File: src/rtl/decoded_bit_packer_pkg.sv
// Shared constants and state type for the decoded-bit packer.
package decoded_bit_packer_pkg;

    localparam int unsigned WORD_W = 12;
    localparam int unsigned BYTE_W = 8;
    localparam int unsigned NIB_W  = WORD_W - BYTE_W;

    typedef enum logic [1:0] {
        S_W0,
        S_NIB,
        S_BYTE
    } pack_state_t;

endpackage

File: src/rtl/decoded_bit_packer_sync_fifo.sv
// Single-clock FIFO; read data is the stored entry at the head pointer.
module decoded_bit_packer_sync_fifo #(
    parameter int unsigned WIDTH  = 12,
    parameter int unsigned DEPTH  = 8,
    parameter int unsigned ADDR_W = 3
) (
    input  logic              clk,
    input  logic              rst,
    input  logic              push_i,
    input  logic [WIDTH-1:0]  wdata_i,
    input  logic              pop_i,
    output logic [WIDTH-1:0]  rdata_o,
    output logic              full_o,
    output logic              empty_o,
    output logic [ADDR_W:0]   level_o
);

    localparam logic [ADDR_W:0] FullLevel = (ADDR_W + 1)'(DEPTH);

    logic [WIDTH-1:0]  mem_q [DEPTH];
    logic [ADDR_W-1:0] wr_ptr_q, rd_ptr_q;
    logic [ADDR_W:0]   level_q, level_d;
    logic              do_push, do_pop;

    assign full_o  = (level_q == FullLevel);
    assign empty_o = (level_q == '0);
    assign level_o = level_q;
    assign rdata_o = mem_q[rd_ptr_q];

    // A push into a full FIFO is legal when the head leaves in the same cycle.
    assign do_pop  = pop_i & ~empty_o;
    assign do_push = push_i & (~full_o | do_pop);

    always_comb begin
        level_d = level_q;
        unique case ({do_push, do_pop})
            2'b10:   level_d = level_q + 1'b1;
            2'b01:   level_d = level_q - 1'b1;
            default: level_d = level_q;
        endcase
    end

    always_ff @(posedge clk) begin
        if (do_push) begin
            mem_q[wr_ptr_q] <= wdata_i;
        end
    end

    always_ff @(posedge clk or posedge rst) begin
        if (rst) begin
            wr_ptr_q <= '0;
            rd_ptr_q <= '0;
            level_q  <= '0;
        end else begin
            if (do_push) wr_ptr_q <= wr_ptr_q + 1'b1;
            if (do_pop)  rd_ptr_q <= rd_ptr_q + 1'b1;
            level_q <= level_d;
        end
    end

endmodule

File: src/rtl/decoded_bit_packer.sv
// Buffers 12-bit decoded words and repacks them MSB-first into a backpressured byte stream.
module decoded_bit_packer
    import decoded_bit_packer_pkg::*;
#(
    parameter int unsigned FIFO_DEPTH = 8,
    parameter int unsigned ADDR_W     = 3
) (
    input  logic              clk,
    input  logic              rst,
    input  logic              in_valid_i,
    input  logic [WORD_W-1:0] in_word_i,
    input  logic              in_flush_i,
    input  logic              clr_overflow_i,
    output logic [BYTE_W-1:0] out_byte_o,
    output logic              out_valid_o,
    input  logic              out_ready_i,
    output logic              out_last_o,
    output logic              overflow_o,
    output logic [ADDR_W:0]   fifo_level_o
);

    pack_state_t       state_q;
    logic [NIB_W-1:0]  nib_q;
    logic [BYTE_W-1:0] hold_q;
    logic [BYTE_W-1:0] out_byte_q;
    logic              out_valid_q, out_last_q;
    logic              flush_pending_q, flush_pending_d;
    logic              overflow_q, overflow_d;

    logic              out_free, fifo_pop, fifo_push, fifo_full, fifo_empty, flush_done, drop;
    logic [WORD_W-1:0] head;

    assign out_free   = ~out_valid_q | out_ready_i;
    assign fifo_pop   = out_free & ~fifo_empty & (state_q != S_BYTE);
    assign fifo_push  = in_valid_i & (~fifo_full | fifo_pop);
    assign drop       = in_valid_i & fifo_full & ~fifo_pop;
    // Every state retires a pending flush once the FIFO has run dry at an advance.
    assign flush_done = out_free & fifo_empty & flush_pending_q;

    decoded_bit_packer_sync_fifo #(
        .WIDTH  (WORD_W),
        .DEPTH  (FIFO_DEPTH),
        .ADDR_W (ADDR_W)
    ) u_fifo (
        .clk     (clk),
        .rst     (rst),
        .push_i  (fifo_push),
        .wdata_i (in_word_i),
        .pop_i   (fifo_pop),
        .rdata_o (head),
        .full_o  (fifo_full),
        .empty_o (fifo_empty),
        .level_o (fifo_level_o)
    );

    always_ff @(posedge clk or posedge rst) begin
        if (rst) begin
            state_q     <= S_W0;
            nib_q       <= '0;
            hold_q      <= '0;
            out_byte_q  <= '0;
            out_valid_q <= 1'b0;
            out_last_q  <= 1'b0;
        end else if (out_free) begin
            out_valid_q <= 1'b0;
            out_last_q  <= 1'b0;
            unique case (state_q)
                S_W0: begin
                    if (!fifo_empty) begin
                        out_byte_q  <= head[WORD_W-1 -: BYTE_W];
                        nib_q       <= head[NIB_W-1:0];
                        out_valid_q <= 1'b1;
                        state_q     <= S_NIB;
                    end
                end
                S_NIB: begin
                    if (!fifo_empty) begin
                        out_byte_q  <= {nib_q, head[WORD_W-1 -: NIB_W]};
                        hold_q      <= head[BYTE_W-1:0];
                        out_valid_q <= 1'b1;
                        state_q     <= S_BYTE;
                    end else if (flush_pending_q) begin
                        out_byte_q  <= {nib_q, {NIB_W{1'b0}}};
                        out_valid_q <= 1'b1;
                        out_last_q  <= 1'b1;
                        state_q     <= S_W0;
                    end
                end
                S_BYTE: begin
                    out_byte_q  <= hold_q;
                    out_valid_q <= 1'b1;
                    out_last_q  <= flush_done;
                    state_q     <= S_W0;
                end
                default: state_q <= S_W0;
            endcase
        end
    end

    always_comb begin
        flush_pending_d = (flush_pending_q & ~flush_done) | in_flush_i;
        overflow_d      = overflow_q;
        if (drop) begin
            overflow_d = 1'b1;
        end else if (clr_overflow_i) begin
            overflow_d = 1'b0;
        end
    end

    always_ff @(posedge clk or posedge rst) begin
        if (rst) begin
            flush_pending_q <= 1'b0;
            overflow_q      <= 1'b0;
        end else begin
            flush_pending_q <= flush_pending_d;
            overflow_q      <= overflow_d;
        end
    end

    assign out_byte_o  = out_byte_q;
    assign out_valid_o = out_valid_q;
    assign out_last_o  = out_last_q;
    assign overflow_o  = overflow_q;

endmodule
File: config.mk
export PLATFORM = sky130hd
export DESIGN_NAME = decoded_bit_packer
export DESIGN_NICKNAME = d
export VERILOG_FILES = /design/src/rtl/decoded_bit_packer_pkg.sv /design/src/rtl/decoded_bit_packer_sync_fifo.sv /design/src/rtl/decoded_bit_packer.sv
export SDC_FILE = /design/constraint.sdc
export NUM_CORES = 1
export LEC_CHECK = 0
export CORE_UTILIZATION = 59
export CTS_CLUSTER_SIZE = 20
export DETAILED_ROUTE_END_ITERATION = 8
export GPL_ROUTABILITY_DRIVEN = 0
export GPL_TIMING_DRIVEN = 1
export PLACE_DENSITY_LB_ADDON = 0.08
export SLEW_MARGIN = 20
export SYNTH_ARGS = -nofsm -noshare
export SYNTH_HDL_FRONTEND = slang
export SYNTH_HIERARCHICAL = 1
export SYNTH_SLANG_ARGS = --single-unit
File: constraint.sdc
create_clock -name clk -period 4 [get_ports clk]
set_input_delay 1.2 -clock clk [delete_from_list [all_inputs] [get_ports clk]]
set_output_delay 1.2 -clock clk [all_outputs]
set_load 0.05 [all_outputs]
==> Word-level counts from Yosys, hierarchy flattened <==
Memories as Yosys holds them, arrays and structs flattened.
Index checks and enable logic that the tools add are counted.
{ "word_totals": {"n_memories": 1, "out_inout_bits": 15, "ram_bits": 96, "regBits": 36} }
{ "memory_table": {"columns": ["name", "depth", "word_bits", "read_ports", "rd_ports_with_merged_regs", "write_ports", "line_no", "text"], "rows": [
  ["u_fifo.mem_q", 8, 12, 1, 0, 1, "decoded_bit_packer_sync_fifo.sv:20", "logic [WIDTH-1:0] mem_q [DEPTH];"]
]} }
{ "classes": {"addsub": 4, "bitwise": 19, "n_eq_ne": 8, "muxes": 19, "n_reduce_logical": 9} }
{ "ops": {"columns": ["cell", "n"], "rows": [
  ["8-bit two-way mux", 3],
  ["8-bit case mux with 3 select lines", 1],
  ["1-bit AND", 10],
  ["3-bit AND reduction", 3],
  ["1-bit two-way mux", 8],
  ["4-bit case mux with 2 select lines", 1],
  ["3-bit by 1-bit adder with 3-bit output, second input constant", 2],
  ["2-bit two-way mux", 3],
  ["1-bit inverter", 5],
  ["4-bit by 1-bit adder with 4-bit output, second input constant", 1],
  ["2-bit by 1-bit == test with 1-bit output, second input constant", 2],
  ["2-bit == test, second input constant", 2],
  ["4-bit == test, second input constant", 1],
  ["4-bit logical NOT", 1],
  ["2-bit != test, second input constant", 2],
  ["1-bit OR", 4],
  ["2-bit case mux with 2 select lines", 1],
  ["4-bit AND reduction", 1],
  ["2-bit nonzero test", 2],
  ["4-bit by 1-bit subtractor with 4-bit output, second input constant", 1],
  ["3-bit != test, second input constant", 1],
  ["1-bit case mux with 3 select lines", 1],
  ["3-bit nonzero test", 1],
  ["2-bit logical NOT", 1],
  ["1-bit case mux with 2 select lines", 1]
]} }

==> Longest topological paths before layout <==
{ "depth": {"ltp_word": 9, "depth_mapped": 14, "depth_no_buf": 12} }

==> Modules after synthesis <==
Netlist, hierarchy kept.
{ "modules_own_cells": {"columns": ["module", "cells_per_inst", "area_each_um2", "n_inst"], "rows": [
  ["decoded_bit_packer_sync_fifo", 211, 4345.4, 1],
  ["decoded_bit_packer", 115, 1350.0, 1]
]} }

==> Least setup slack after synthesis <==
Ideal clock, no wire load.
{ "synth_timing": {"path_kind": "input to register", "from": "input out_ready_i", "to": "memory u_fifo.mem_q[0][0], enable pin", "stages": 8, "t_required_ns": 3.604, "setup_slack_ns": 0.064, "t_arrival_ns": 3.540, "n_path_buf": 1, "path_cell_list": "nor2b_1 -> nor3_1 -> nand2b_1 -> and2_1 -> buf_2 -> o21a_1 -> nand2b_1 -> nor3_1"} }
{ "synth_via": {"elab_chain_len": 8, "word_cells_on_any_way": 10} }
{ "synth_lines": {"columns": ["element", "line_no", "text"], "rows": [
  ["start, declared", "decoded_bit_packer.sv:16", "input logic out_ready_i,"],
  ["1-bit OR", "decoded_bit_packer.sv:33", "assign out_free = ~out_valid_q | out_ready_i;"],
  ["1-bit AND (2 in a row)", "decoded_bit_packer.sv:34", "assign fifo_pop = out_free & ~fifo_empty & (state_q != S_BYTE);"],
  ["named net fifo_pop", "decoded_bit_packer.sv:30", "logic out_free, fifo_pop, fifo_push, fifo_full, fifo_empty, flush_done, drop;"],
  ["1-bit OR", "decoded_bit_packer.sv:35", "assign fifo_push = in_valid_i & (~fifo_full | fifo_pop);"],
  ["1-bit AND", "decoded_bit_packer.sv:35", null],
  ["named net fifo_push", "decoded_bit_packer.sv:30", null],
  ["1-bit AND", "decoded_bit_packer_sync_fifo.sv:32", "assign do_push = push_i & (~full_o | do_pop);"],
  ["1-bit two-way mux", "decoded_bit_packer_sync_fifo.sv:44", "if (do_push) begin"],
  ["1-bit two-way mux (not written as such)", "decoded_bit_packer_sync_fifo.sv:45", "mem_q[wr_ptr_q] <= wdata_i;"],
  ["end, declared", "decoded_bit_packer_sync_fifo.sv:20", null]
]} }
The timed path passes the listed nets, and every way through them passes these cells.

==> Worst setup path after layout <==
{ "layout_timing": {"from": "register u_fifo.level_q[1], in the netlist u_fifo/level_o[1]", "to": "register u_fifo.level_q[3], in the netlist u_fifo/level_o[3]"} }
{ "layout_via": {"elab_chain_len": 9, "word_cells_on_any_way": 17} }
{ "layout_lines": {"columns": ["element", "line_no", "text"], "rows": [
  ["start, declared", "decoded_bit_packer_sync_fifo.sv:22", "logic [ADDR_W:0] level_q, level_d;"],
  ["start signal, assigned", "decoded_bit_packer_sync_fifo.sv:57", "level_q <= level_d;"],
  ["4-bit logical NOT (*)", "decoded_bit_packer_sync_fifo.sv:26", "assign empty_o = (level_q == '0);"],
  ["named net fifo_empty", "decoded_bit_packer.sv:30", null],
  ["1-bit inverter (*)", "decoded_bit_packer.sv:34", null],
  ["1-bit AND (*) (2 in a row)", "decoded_bit_packer.sv:34", null],
  ["named net fifo_pop", "decoded_bit_packer.sv:30", null],
  ["1-bit OR (*)", "decoded_bit_packer.sv:35", null],
  ["1-bit AND (*)", "decoded_bit_packer.sv:35", null],
  ["named net fifo_push", "decoded_bit_packer.sv:30", null],
  ["1-bit AND (*)", "decoded_bit_packer_sync_fifo.sv:32", null],
  ["2-bit by 1-bit == test with 1-bit output or 2-bit == test (tied branches)", "decoded_bit_packer_sync_fifo.sv:36", "unique case ({do_push, do_pop})"],
  ["4-bit case mux with 2 select lines or 2-bit nonzero test (tied branches)", null, null]
]} }
The timed path passes the listed nets; every way through them passes the cells marked *.
A chain may end at the register's enable or synchronous reset.

==> results.cfg <==
[finish]
commonest_non_fill_non_tap_cells_in_the_layout = sky130_fd_sc_hd__edfxtp_1, sky130_fd_sc_hd__dfrtp_1, sky130_fd_sc_hd__clkdlybuf4s50_1, sky130_fd_sc_hd__nand2_1, sky130_fd_sc_hd__mux2_2
diodes = 0
final_common_cell = sky130_fd_sc_hd__edfxtp_1
layout.nets = 401
stdcell_count = 516
area_growth_pct = 17.7
fill_cells = 599
finish.utilization = 0.722
final_layout_size_suffix_gt1_frac = 0.240
final_design_area_no_fill_um2 = 6710

[power_and_ir_drop]
internal-power_mw = 3.75
seq_power_share = 0.367
comb_power_share = 0.381
share_clk_of_total_power = 0.253
power_spent_charging_and_discharging_nets_mw = 1.83
netSwitchingFraction = 0.328
standby_leakage_power_nw = 2.49
power-per-cell-area_nw_per_um2 = 833
design_power_total_mw = 5.59
worst_ir_drop_vdd_uv = 414

[grt]
globalRouteTotalUtil = 0.220
wire_length_of_the_first_global_routing_pass_um = 15600
largest_net_degree_at_the_start_of_global_routing = 27
gr-total-overflow = 0
number_of_antenna_violations_at_the_first_check_in_global_routing = 0
first_global_vias = 3007

[synthesis]
synth_cell_types = 47
syn-mean-instance-area_um2 = 17.5
flop_and_latch_count_out_of_synthesis = 132
ys_seq_area_frac = 0.664
netlist.top_cell.by_area = sky130_fd_sc_hd__edfxtp_1
post_synth_main_area_contributors = sky130_fd_sc_hd__edfxtp_1, sky130_fd_sc_hd__dfrtp_1, sky130_fd_sc_hd__mux4_1
yosysWarnings = 6
syn-instance-count = 326
synth_top_area_frac = 0.506
postSynthNetCount = 353
synth-edff-count = 96
synth-async-reset-ratio = 0.273
synth_ff_type = sky130_fd_sc_hd__edfxtp_1
syn-cell-area_um2 = 5700

[min_path]
holdPathStages = 2
holdCritStartpoint = out_last_o$_DFFE_PP0N_
timing.hold.worst.class = flop to flop

[sta]
finalSetupViolations = 0
timing.slew.headroom = 0.328
clock_skew_ns = 0.00784
finalCriticalPeriod_ns = 3.36
final_hold_slack_ns = 0.492
timing_hold_violations_final = 0
postLayoutSetupSlackWorst_ns = 0.639
finalCritPeriodShare = 0.840
final-max-slew-violation-count = 0
worst_pin_slew_ns = 1.01
fmax_mhz = 298
fin_tns_setup_ns = 0
rsz0062_at_grt = no

[clock_network]
clock_tree.buffer_depth = 2
cts_max_level = 4
cts_repair_resize_count = 0
tritoncts_clock_tree = done
cts.hold.buffers_added = 0
clk_latency_worst_skew_pair_ns = 0.51
tritoncts.num_buffers = 17
cts_post_setup_buffers_inserted = 0
path_clk_slew_ns = 0.06
cell_at_the_root_of_the_clock_tree = sky130_fd_sc_hd__clkbuf_8
cts.sink_count = 132

[setup_path]
rrSetupSlack_ns = 0.64
capture_point_of_the_critical_path = u_fifo/level_o[3]$_DFFE_PP0P_
cp-startpoint = u_fifo/level_o[1]$_DFFE_PP0P_
path_cells = or3_1 -> nor2_1 -> nor3_1 -> nand2b_1 -> and2_1 -> or2_2 -> inv_1 -> ha_1 -> or2_2 -> nand3_1 -> mux2_2 -> nand3b_1
critPathSlowestCell = sky130_fd_sc_hd__or3_1
critical-path-top-cell-by-count = sky130_fd_sc_hd__or2_2
end_kind = flop
path_class = flop to flop
critical_path.startpoint_type = flop
cp_max_fo = 9
reg2regPathDepth = 12
worstReg2RegEnd = u_fifo/level_o[3]$_DFFE_PP0P_
critPathArrivalTime_ns = 3.81
cpPeakStageDelay_ns = 0.53
worstPathRequired_ns = 4.45
r2r-start = u_fifo/level_o[1]$_DFFE_PP0P_

[detailed_routing]
routed_wirelength_um = 9720
final_antenna_net_count = 0
routed-via-count = 2890
viasPerCell = 5.60
drc = 0
post_drt_wl_per_cell_um = 18.8
initialDrtViolationCount = 154
first_pass_iteration_count_of_the_detailed_router = 4

[die]
core_region_area_um2 = 9280
initial_utilization = 0.613
dieHeight_um = 100
die_extent_in_x_um = 100
std_cell_rows = 35
pin_count = 33
fp.dieArea_um2 = 10100

[placement]
placed_cells_incl_taps = 484
dp.final_hpwl_um = 6170
postPlaceCellArea_um2 = 6160
buffer_ports.inserted = 32
post-place-ws_ns = 0.198

[job]
drv.max_cap_violation_count = 0

[status]
run_status = complete, no violations
area by class of cell:
cell class | count | area (µm²) | share of cell area
sequential | 132 | 3780 | 0.564
multi-input combinational | 167 | 1760 | 0.263
clock buffer | 23 | 437 | 0.0651
timing repair buffer | 44 | 410 | 0.0612
tap | 129 | 161 | 0.0241
clock inverter | 9 | 105 | 0.0157
inverter | 12 | 45.0 | 0.00672
per-layer routing:
| layer | GRT usage | vias to the layer above | wire length [µm] |
|---|---|---|---|
| li1 | - | 1358 | - |
| met1 | 0.275 | 1442 | 4400 |
| met2 | 0.350 | 77 | 4770 |
| met3 | 0.0717 | 13 | 383 |
| met4 | 0.103 | 0 | 167 |
| met5 | 0 | - | 0 |
worst min path at each step:
stage | end | slack [ns]
final | out_last_o$_DFFE_PP0N_ | 0.49
after global routing | out_byte_o[5]$_DFFE_PP0P_ | 0.52
after floorplan | nib_q[0]$_DFFE_PP0P_ | 0.48
after detailed placement | out_last_o$_DFFE_PP0N_ | 0.48
after CTS | out_last_o$_DFFE_PP0N_ | 0.50
after global placement | out_last_o$_DFFE_PP0N_ | 0.46
cells by family after synthesis:
family,count (synthesis),share of synthesized area
flip-flops,132,0.664
AND/OR/NAND/NOR,63,0.0532
multiplexers,61,0.188
AO/OA/AOI/OAI,28,0.0362
buffers and inverters,27,0.0279
adder cells (fa/ha/maj),9,0.0211
XOR/XNOR,6,0.00923
power by group through the flow:
stage | Sequential, mW | Combinational [mW] | Clock, mW
final | 2.05 | 2.13 | 1.41
after global routing | 2.09 | 2.30 | 1.50
after CTS | 2.05 | 2.15 | 1.44
after detailed placement | 2.07 | 2.14 | 0
after global placement | 2.05 | 2.09 | 0
after floorplan | 2.20 | 1.50 | 0
critical path: cells and delay by family (launching register included):
kind | cells | cell delay, ns
muxes | 1 | 0.33
DFF | 1 | 0.42
buffers and inverters | 1 | 0.08
and+or+nand+nor | 9 | 2.22
adders and majority gates | 1 | 0.24
flip-flops by register name (all words and copies together), names as in the netlist:
name / cells
nib_q: 4
out_byte_o: 8
u_fifo/mem_q: 96
out_valid_o: 1
u_fifo/rd_ptr_q: 3
flush_pending_q: 1
state_q: 2
u_fifo/wr_ptr_q: 3
u_fifo/level_o: 4
overflow_o: 1
hold_q: 8
out_last_o: 1
cell usage after synthesis, types with 4 or more instances:
cell / count
sky130_fd_sc_hd__mux2_4: 17
sky130_fd_sc_hd__ha_1: 8
sky130_fd_sc_hd__buf_6: 7
sky130_fd_sc_hd__edfxtp_1: 96
sky130_fd_sc_hd__inv_1: 12
sky130_fd_sc_hd__mux4_2: 10
sky130_fd_sc_hd__nor2_1: 17
sky130_fd_sc_hd__a22oi_1: 4
sky130_fd_sc_hd__mux2_2: 18
sky130_fd_sc_hd__nand2b_1: 6
sky130_fd_sc_hd__mux4_1: 14
sky130_fd_sc_hd__dfrtp_1: 36
sky130_fd_sc_hd__xnor2_1: 4
sky130_fd_sc_hd__nand2_1: 21
sky130_fd_sc_hd__a21oi_1: 6
sky130_fd_sc_hd__a31oi_1: 4
(Power assumes the default switching activity.)
